[src/rtl/pilot_gen.sv]
// pilot_gen: OFDM scattered-pilot pattern generator.
// Walks subcarriers k = 0..2^NFFT_LOG2-1 and emits one registered word per
// accepted advance. Each word flags the subcarrier as pilot, null (guard/DC)
// or data. Pilots also carry a PRBS-derived BPSK sign.
// Ports:
//   clk, rst          clock, synchronous active-high reset
//   en                source enable (request next subcarrier)
//   ready_in          downstream accepts the current word
//   scatter_en        rotating pattern enable, sampled when k = 0 is produced
//   valid_pilot       output word valid
//   index_pilot       current k is a pilot
//   sign_pilot        PRBS bit for current k (1 = BPSK -1)
//   null_sc           guard or DC subcarrier
//   sc_index          current k
//   sof / eof         k = 0 / k = N-1
//   sym_cnt           symbol number of the current word
module pilot_gen #(
  parameter int          NFFT_LOG2  = 10,
  parameter int          GUARD_LO   = 96,
  parameter int          GUARD_HI   = 95,
  parameter bit          DC_NULL    = 1'b1,
  parameter int          SPACING    = 12,
  parameter int          SHIFT_STEP = 3,
  parameter int          NSHIFT     = 4,
  parameter int          SYM_W      = 8,
  parameter logic [10:0] LFSR_SEED  = 11'h7FF
) (
  input  logic                 clk,
  input  logic                 rst,
  input  logic                 en,
  input  logic                 ready_in,
  input  logic                 scatter_en,
  output logic                 valid_pilot,
  output logic                 index_pilot,
  output logic                 sign_pilot,
  output logic                 null_sc,
  output logic [NFFT_LOG2-1:0] sc_index,
  output logic                 sof,
  output logic                 eof,
  output logic [SYM_W-1:0]     sym_cnt
);

  localparam int N  = 1 << NFFT_LOG2;
  localparam int PW = $clog2(SPACING);

  localparam logic [NFFT_LOG2-1:0] K_LO   = NFFT_LOG2'(GUARD_LO);
  localparam logic [NFFT_LOG2-1:0] K_HI   = NFFT_LOG2'(N - 1 - GUARD_HI);
  localparam logic [NFFT_LOG2-1:0] K_DC   = NFFT_LOG2'(N / 2);
  localparam logic [NFFT_LOG2-1:0] K_LAST = NFFT_LOG2'(N - 1);
  localparam logic [PW-1:0]        SH_STEP = PW'(SHIFT_STEP);
  localparam logic [PW-1:0]        SH_MAX  = PW'((NSHIFT - 1) * SHIFT_STEP);
  localparam logic [PW-1:0]        PH_LAST = PW'(SPACING - 1);

  // State describing the *next* subcarrier to be emitted.
  logic [NFFT_LOG2-1:0] k_nxt;
  logic [SYM_W-1:0]     sym_nxt;
  logic [PW-1:0]        rot;      // (sym mod NSHIFT)*SHIFT_STEP for sym_nxt
  logic [PW-1:0]        shift_q;  // shift latched at k = 0 for this symbol
  logic [PW-1:0]        phase_q;
  logic [10:0]          lfsr_q;

  logic                 adv, is_k0, active, is_null, is_pilot;
  logic [PW-1:0]        shift_now, phase_now;
  logic [10:0]          lfsr_now;

  always_comb begin
    adv       = en && (!valid_pilot || ready_in);
    is_k0     = (k_nxt == '0);
    // k = 0 picks up a fresh shift and reseeds the PRBS; otherwise the
    // registered per-symbol values carry through.
    shift_now = is_k0 ? (scatter_en ? rot : '0) : shift_q;
    lfsr_now  = is_k0 ? LFSR_SEED : lfsr_q;
    // Phase restarts at the band edge so the first pilot lands at
    // GUARD_LO + shift. Outside the band phase is don't-care.
    if (k_nxt == K_LO)
      phase_now = (shift_now == '0) ? '0 : PW'(SPACING - int'(shift_now));
    else
      phase_now = phase_q;
    active    = (k_nxt >= K_LO) && (k_nxt <= K_HI);
    is_null   = !active || (DC_NULL && (k_nxt == K_DC));
    // A pilot that falls on DC is dropped, not relocated.
    is_pilot  = active && (phase_now == '0) && !is_null;
  end

  always_ff @(posedge clk) begin
    if (rst) begin
      valid_pilot <= 1'b0;
      index_pilot <= 1'b0;
      sign_pilot  <= 1'b0;
      null_sc     <= 1'b0;
      sc_index    <= '0;
      sof         <= 1'b0;
      eof         <= 1'b0;
      sym_cnt     <= '0;
      k_nxt       <= '0;
      sym_nxt     <= '0;
      rot         <= '0;
      shift_q     <= '0;
      phase_q     <= '0;
      lfsr_q      <= LFSR_SEED;
    end else if (adv) begin
      valid_pilot <= 1'b1;
      index_pilot <= is_pilot;
      sign_pilot  <= lfsr_now[10];
      null_sc     <= is_null;
      sc_index    <= k_nxt;
      sof         <= is_k0;
      eof         <= (k_nxt == K_LAST);
      sym_cnt     <= sym_nxt;
      k_nxt       <= k_nxt + NFFT_LOG2'(1);
      shift_q     <= shift_now;
      phase_q     <= (phase_now == PH_LAST) ? '0 : phase_now + PW'(1);
      // x^11 + x^9 + 1, stepped on every subcarrier.
      lfsr_q      <= {lfsr_now[9:0], lfsr_now[10] ^ lfsr_now[8]};
      if (k_nxt == K_LAST) begin
        sym_nxt <= sym_nxt + SYM_W'(1);
        rot     <= (rot == SH_MAX) ? '0 : rot + SH_STEP;
      end
    end else if (ready_in) begin
      // Word consumed with no new request: drop valid, state holds.
      valid_pilot <= 1'b0;
    end
  end

endmodule
[config.mk]
export PLATFORM = sky130hd
export DESIGN_NAME = pilot_gen
export DESIGN_NICKNAME = d
export VERILOG_FILES = /design/src/rtl/pilot_gen.sv
export SDC_FILE = /design/constraint.sdc
export NUM_CORES = 1
export LEC_CHECK = 0
export ABC_AREA = 1
export CORE_MARGIN = 2
export CORE_UTILIZATION = 60
export CTS_BUF_LIST = sky130_fd_sc_hd__clkbuf_8 sky130_fd_sc_hd__clkbuf_16
export CTS_CLUSTER_DIAMETER = 100
export DETAILED_ROUTE_END_ITERATION = 7
export MAX_ROUTING_LAYER = met4
export PLACE_DENSITY = 0.88
export SLEW_MARGIN = 25
export SYNTH_ARGS = -nofsm -noshare
export SYNTH_HDL_FRONTEND = slang
export SYNTH_SLANG_ARGS = --single-unit
[constraint.sdc]
create_clock -name clk -period 4.4 [get_ports clk]
set_clock_uncertainty 0.1 [all_clocks]
set_input_delay 0.66 -clock clk [delete_from_list [all_inputs] [get_ports clk]]
set_output_delay 0.66 -clock clk [all_outputs]
set_load 0.02 [all_outputs]
==> impl_metrics.py, run 1 <==
metrics = {
    "clock_tree": {
        "numCtsBuffers": 9,
        "cts_hold_buffers": 0,
        "cts-root-buf": "clkbuf_8",
        "clock_latency_ns": 0.34,
        "clk_pin_slew_ns": 0.07,
        "cts.sinks": 65,
        "htree_levels": 3,
        "post-cts-setup-buffer-count": 0,
        "ctsResizeCount": 0,
        "cts_buffer_depth": 2,
        "cts_tree": "done",
    },
    "timing": {
        "holdWs_ns": 0.3655,
        "setup_viol": 0,
        "relSlewSlack_pct": 34.86,
        "final-max-slew-violation-count": 0,
        "finalCriticalPeriod_ns": 2.823,
        "finalCritPeriodShare_pct": 64.16,
        "finalSetupTns_ns": 0,
        "tightest_slew_ns": 0.9760,
        "fmax_mhz": 354.2,
        "finalHoldViolCount": 0,
        "grt_setup_unrepaired": "false",
    },
    "setup_path": {
        "required_ns": 4.58,
        "crit_path_top_delay_cell": "clkdlybuf4s50_1",
        "worstSetupEndpointType": "flip-flop",
        "r2r_slack_ns": 1.69,
        "slowest_delay_ns": 0.48,
        "cp_max_fo": 28,
        "crit_buf_inv": 6,
        "cp-start-kind": "input port",
        "critPathKind": "input port to flip-flop",
        "worst_path_most_repeated_cell": "inv_2",
        "path_cells": "clkdlybuf4s50_1 -> inv_2 -> a21oi_4 -> buf_4 -> inv_2 -> nor2_1 -> inv_1 -> nand2_1 -> clkinv_1 -> nand3_1",
        "crit_arrival_ns": 3.00,
        "cp_top_family": "buffers and inverters",
    },
    "synthesis": {
        "synthAdderAreaFrac_pct": 3.442,
        "synth_seq_cells": 65,
        "synth.avg_cell_area_um2": 7.180,
        "synth_top_cell_by_area": "dfxtp_1",
        "synth_nets": 418,
        "syn_area_um2": 2908,
        "synth.area.mux_share_pct": 0,
        "yosysSeqAreaShare_pct": 44.75,
        "yosysWarningCount": 0,
        "synth_area_leaders": "dfxtp_1 (45%), nand2_1 (11%), a21oi_1 (6.9%)",
        "synthSimpleGateAreaFrac_pct": 26.98,
        "synth_top_area_share_pct": 44.75,
        "synth-xor-area-share_pct": 0.6024,
        "synth.distinct_cells": 27,
        "synth_top_family_by_area": "simple AND/OR/NAND/NOR gates",
        "syn_inst": 405,
        "synth_compound_area_share_pct": 14.76,
    },
    "placed_design": {
        "portBuffers": 28,
        "dp_cells": 475,
        "dp_hpwl_um": 4381,
        "gp_congestion": 0.8580,
    },
    "global_route": {
        "grt_max_degree": 39,
        "grt.overflow.total": 0,
        "grt_pass1_vias": 2457,
        "grt_pass1_wl_um": 10800,
        "grt_antenna_before_repair": 0,
        "grt_use_total_pct": 26.37,
    },
    "power_and_ir_drop": {
        "ir_worst_vdd_mv": 0.3157,
        "total_power_mw": 1.365,
        "power.density_nw_per_um2": 396.9,
        "total_leakage_power_nw": 1.464,
    },
    "drt": {
        "totalWireLength_um": 6347,
        "vias_per_cell": 5.542,
        "drc": 0,
        "wire_per_inst_um": 12.93,
        "ant_nets": 0,
        "drt_iter0_markers": 171,
        "routed-via-count": 2721,
        "first_pass_iters": 5,
    },
    "layout": {
        "fin_cells": 491,
        "fillers": 344,
        "nets": 445,
        "antenna_cells": 0,
        "drive_above_1_share_pct": 8.696,
        "syn_to_final_growth_pct": 18.24,
    },
    "floorplanning": {
        "fp.dieArea_um2": 5419,
        "fp.coreArea_um2": 4692,
        "fp-row-count": 25,
        "die-width_um": 73.62,
        "dieHeight_um": 73.62,
        "initial_core_util_pct": 61.97,
        "io-pin-count": 29,
    },
    "flow_run": {
        "cap_violations": 0,
    },
    "status": {
        "status": "finished, final reports clean",
    },
    "hold_path": {
        "hp-class": "flip-flop to flip-flop",
    },
}
==> worst paths after layout <==
| path | startpoint | endpoint | cells past startpoint |
|---|---|---|---|
| worst max-delay path | ready_in | lfsr_q[3] | 10 |
| worst min-delay path | phase_q[3] | phase_q[3] | 2 |
| worst max register to register | k_nxt[1] | phase_q[3] | 19 |
| worst min register to register | phase_q[3] | phase_q[3] | 2 |
==> power by group <==
part	leakage [nW]	internal [mW]	switching, mW	total, mW
clock network	0.113	0.336	0.233	0.569
registers	0.532	0.615	0.0157	0.631
logic	0.820	0.0626	0.102	0.164
total	1.46	1.01	0.351	1.36
==> cell usage after synthesis (all sizes together) <==
library cell and number:
buf 1, a21oi 41, o21a 1, clkbuf 13, nor3 15, nand2 89
a211oi 2, nand3 30, o211ai 3, ha 8, o21ai 31, a31oi 2
inv 54, clkinv 2, or2 1, dfxtp 65, xor2 2, nor2 40
nand4 5
==> sequential cells by signal, summed over array words and instances, names as in the netlist <==
signal / flops
eof: 1
index_pilot: 1
k_nxt: 10
lfsr_q: 11
null_sc: 1
phase_q: 4
rot: 4
sc_index: 10
shift_q: 4
sign_pilot: 1
sof: 1
sym_cnt: 8
sym_nxt: 8
valid_pilot: 1
==> cells in the final DEF (no fill, tap or decap), types with 7 or more instances in the layout <==
master / n
clkbuf_8: 10
nor3_1: 14
nand2_1: 87
clkdlybuf4s50_1: 28
nand3_1: 28
dfxtp_1: 65
o21ai_0: 29
nor2_2: 7
nor2_1: 33
ha_1: 8
inv_1: 49
a21oi_1: 40
==> per-layer routing <==
| metal | up-vias | global-route usage [%] | share of wire [%] | wire length (um) |
|---|---|---|---|---|
| met3 | 10 | 4.390 | 6.0 | 383 |
| met4 | 0 | 11.11 | 1.8 | 114 |
| met1 | 1255 | 34.37 | 46 | 2909 |
| met2 | 90 | 40.58 | 46 | 2939 |
| met5 | - | - | 0 | 0 |
| li1 | 1366 | - | - | - |
==> per-stage QoR <==
stage	setup slack [ns]	area, um^2	util [%]
after global placement	1.376	3211	68.43
after floorplan	2.098	2908	-
after CTS	1.593	3438	73.28
final	1.577	3438	73.28
after detailed placement	1.282	3211	68.43
after global routing	1.323	3438	73.28
==> final cells by class <==
class                      count  area, um^2  share of cell area, %
tap                           54       67.56                  1.965
multi-input combinational    270        1331                  38.72
sequential                    65        1301                  37.85
inverter                      56       215.2                  6.259
timing repair buffer          30       295.3                  8.588
clock buffer                  10       137.6                  4.003
clock inverter                 6       90.09                  2.620
==> cells by family (layout without fill, tap and decap cells) <==
kind of cell,count (synthesis),in the layout
and+or+nand+nor,180,180
DFF,65,65
adders and majority gates,8,8
AOI/OAI and AO/OA,80,80
buffers and inverters,70,102
xor gates and xnor gates,2,2
==> tightest hold or removal path, stage by stage (launching register included) <==
cell and delay, ns:
dfxtp_1 0.31, nand2_1 0.06, a21oi_1 0.05
Note: power is estimated with default switching activity, not from simulation.
==> run 2: changes to the inputs <==
Settings changed: CORE_UTILIZATION 60 to 56, PLACE_DENSITY 0.88 to 0.84.
Clock period 4.4 ns to 2.9 ns, I/O delays scaled along.
==> impl_metrics.py, run 2 (same netlist as run 1, synthesis figures left out) <==
metrics = {
    "status": {
        "status": "finished, final reports clean",
    },
    "floorplanning": {
        "fp-row-count": 26,
        "io-pin-count": 29,
        "fp.coreArea_um2": 5075,
        "die-width_um": 76.06,
        "initial_core_util_pct": 57.30,
        "dieHeight_um": 76.06,
        "fp.dieArea_um2": 5785,
    },
    "timing": {
        "tightest_slew_ns": 0.4426,
        "relSlewSlack_pct": 70.49,
        "fmax_mhz": 381.0,
        "grt_setup_unrepaired": "false",
        "worst_slack_ns": 0.2752,
        "setup_viol": 0,
        "finalHoldViolCount": 0,
        "final-max-slew-violation-count": 0,
        "finalCriticalPeriod_ns": 2.625,
        "finalSetupTns_ns": 0,
        "finalCritPeriodShare_pct": 90.51,
    },
    "global_route": {
        "grt_pass1_wl_um": 10860,
        "grt_antenna_before_repair": 0,
        "grt_pass1_vias": 2488,
        "grt.overflow.total": 0,
        "grt_max_degree": 52,
        "grt_use_total_pct": 23.36,
    },
    "placed_design": {
        "dp_hpwl_um": 4179,
        "portBuffers": 28,
        "pre_cts_ws_ns": 0.1857,
        "gp_congestion": 0.9100,
        "dp_cells": 495,
    },
    "layout": {
        "final_common_cell": "nand2_1",
        "syn_to_final_growth_pct": 21.26,
        "layout_common_cells": "nand2_1 (86), dfxtp_1 (65), inv_1 (49)",
        "drive_above_1_share_pct": 9.977,
        "antenna_cells": 0,
        "largestRegisters": "lfsr_q (11), k_nxt (10), sc_index (10)",
        "fin_cells": 511,
        "largest_register": "lfsr_q",
        "largest_reg_flops": 11,
        "nets": 449,
    },
    "setup_path": {
        "crit_buf_inv": 3,
        "required_ns": 3.03,
        "cp_top_family": "simple AND/OR/NAND/NOR gates",
        "worst_path_most_repeated_cell": "nand3_1",
        "path_cells": "inv_1 -> ha_1 -> inv_1 -> nor2_2 -> nand3_4 -> nand2_1 -> nand2_1 -> ha_1 -> nand3_1 -> inv_1 -> nand2_1 -> nand3_1 -> nand2_2 -> ha_2 -> nand3_1 -> nor2_1 -> nor2_2 -> nand3_1 -> a21oi_1",
        "crit_arrival_ns": 2.75,
        "cp-start-kind": "flip-flop",
        "crit_start": "k_nxt[1]",
        "crit_path_top_delay_cell": "dfxtp_1",
        "reg2reg_from": "k_nxt[1]",
        "worstSetupEndpointType": "flip-flop",
        "slowest_delay_ns": 0.34,
        "r2r_slack_ns": 0.28,
        "cp_max_fo": 6,
        "critPathKind": "flip-flop to flip-flop",
    },
    "drt": {
        "first_pass_iters": 6,
        "routed-via-count": 2641,
        "ant_nets": 0,
        "wire_per_inst_um": 12.35,
        "drt_iter0_markers": 146,
        "totalWireLength_um": 6312,
        "drc": 0,
        "vias_per_cell": 5.168,
    },
    "clock_tree": {
        "cts-root-buf": "clkbuf_8",
        "cts.sinks": 65,
        "htree_levels": 3,
        "cts_hold_buffers": 0,
        "clk_pin_slew_ns": 0.08,
        "cts_buffer_depth": 2,
        "clock_latency_ns": 0.34,
        "ctsResizeCount": 0,
        "cts_tree": "done",
        "post-cts-setup-buffer-count": 0,
        "numCtsBuffers": 9,
    },
    "flow_run": {
        "cap_violations": 0,
    },
    "hold_path": {
        "hp-class": "flip-flop to flip-flop",
        "holdCritStartpoint": "shift_q[0]",
    },
    "power_and_ir_drop": {
        "ir_worst_vdd_mv": 0.4573,
        "power.density_nw_per_um2": 615.0,
        "total_power_mw": 2.168,
        "total_leakage_power_nw": 1.491,
    },
}
-- run 2: through the flow --
stage / cell area (um^2) / utilization [%] / hold slack, ns
CTS: 3513 / 69.23 / 0.3561
detailed placement: 3261 / 64.25 / 0.3457
floorplan: 2908 / - / 0.3267
finish: 3526 / 69.48 / 0.3569
global route: 3526 / 69.48 / 0.3872
global placement: 3261 / 64.25 / 0.3378
-- run 2: worst reg2reg max path: stages (launching register included) --
cell     delay, ns
dfxtp_1       0.34
inv_1         0.12
ha_1          0.21
inv_1         0.06
nor2_2        0.18
nand3_4       0.13
nand2_1       0.08
nand2_1       0.08
ha_1          0.20
nand3_1       0.13
inv_1         0.06
nand2_1       0.07
nand3_1       0.08
nand2_2       0.10
ha_2          0.19
nand3_1       0.07
nor2_1        0.13
nor2_2        0.06
nand3_1       0.07
a21oi_1       0.06
-- run 2: final cells by class --
cell class	instances	area, um^2
flip-flops and latches	65	1301
repair buffers	34	325.3
fillers	437	1549
well taps	70	87.58
multi-input cells	270	1344
clock inverters	6	115.1
clock buffers	10	137.6
inverters	56	215.2
-- run 2: final timing paths --
check	endpoint	cells after the start
worst min register to register	shift_q[0]	2
worst min-delay path	shift_q[0]	2
worst max-delay path	phase_q[3]	19
worst max register to register	phase_q[3]	19
-- run 2: report_power, final --
group          total (mW)  internal (mW)  switching [mW]
Clock               0.960          0.597           0.363
Combinational       0.253         0.0984           0.154
Sequential          0.955          0.934          0.0219
-- run 2: layer usage --
metal  vias to the layer above  global-route usage [%]  share of wire [%]  routed length [um]
li1                       1372                       -                  -                   -
met1                      1201                   28.84                 47                2943
met2                        61                   38.39                 48                3013
met3                         7                   4.147                4.8                 306
met4                         0                   9.091               0.78                  49
met5                         -                       -                  0                   0
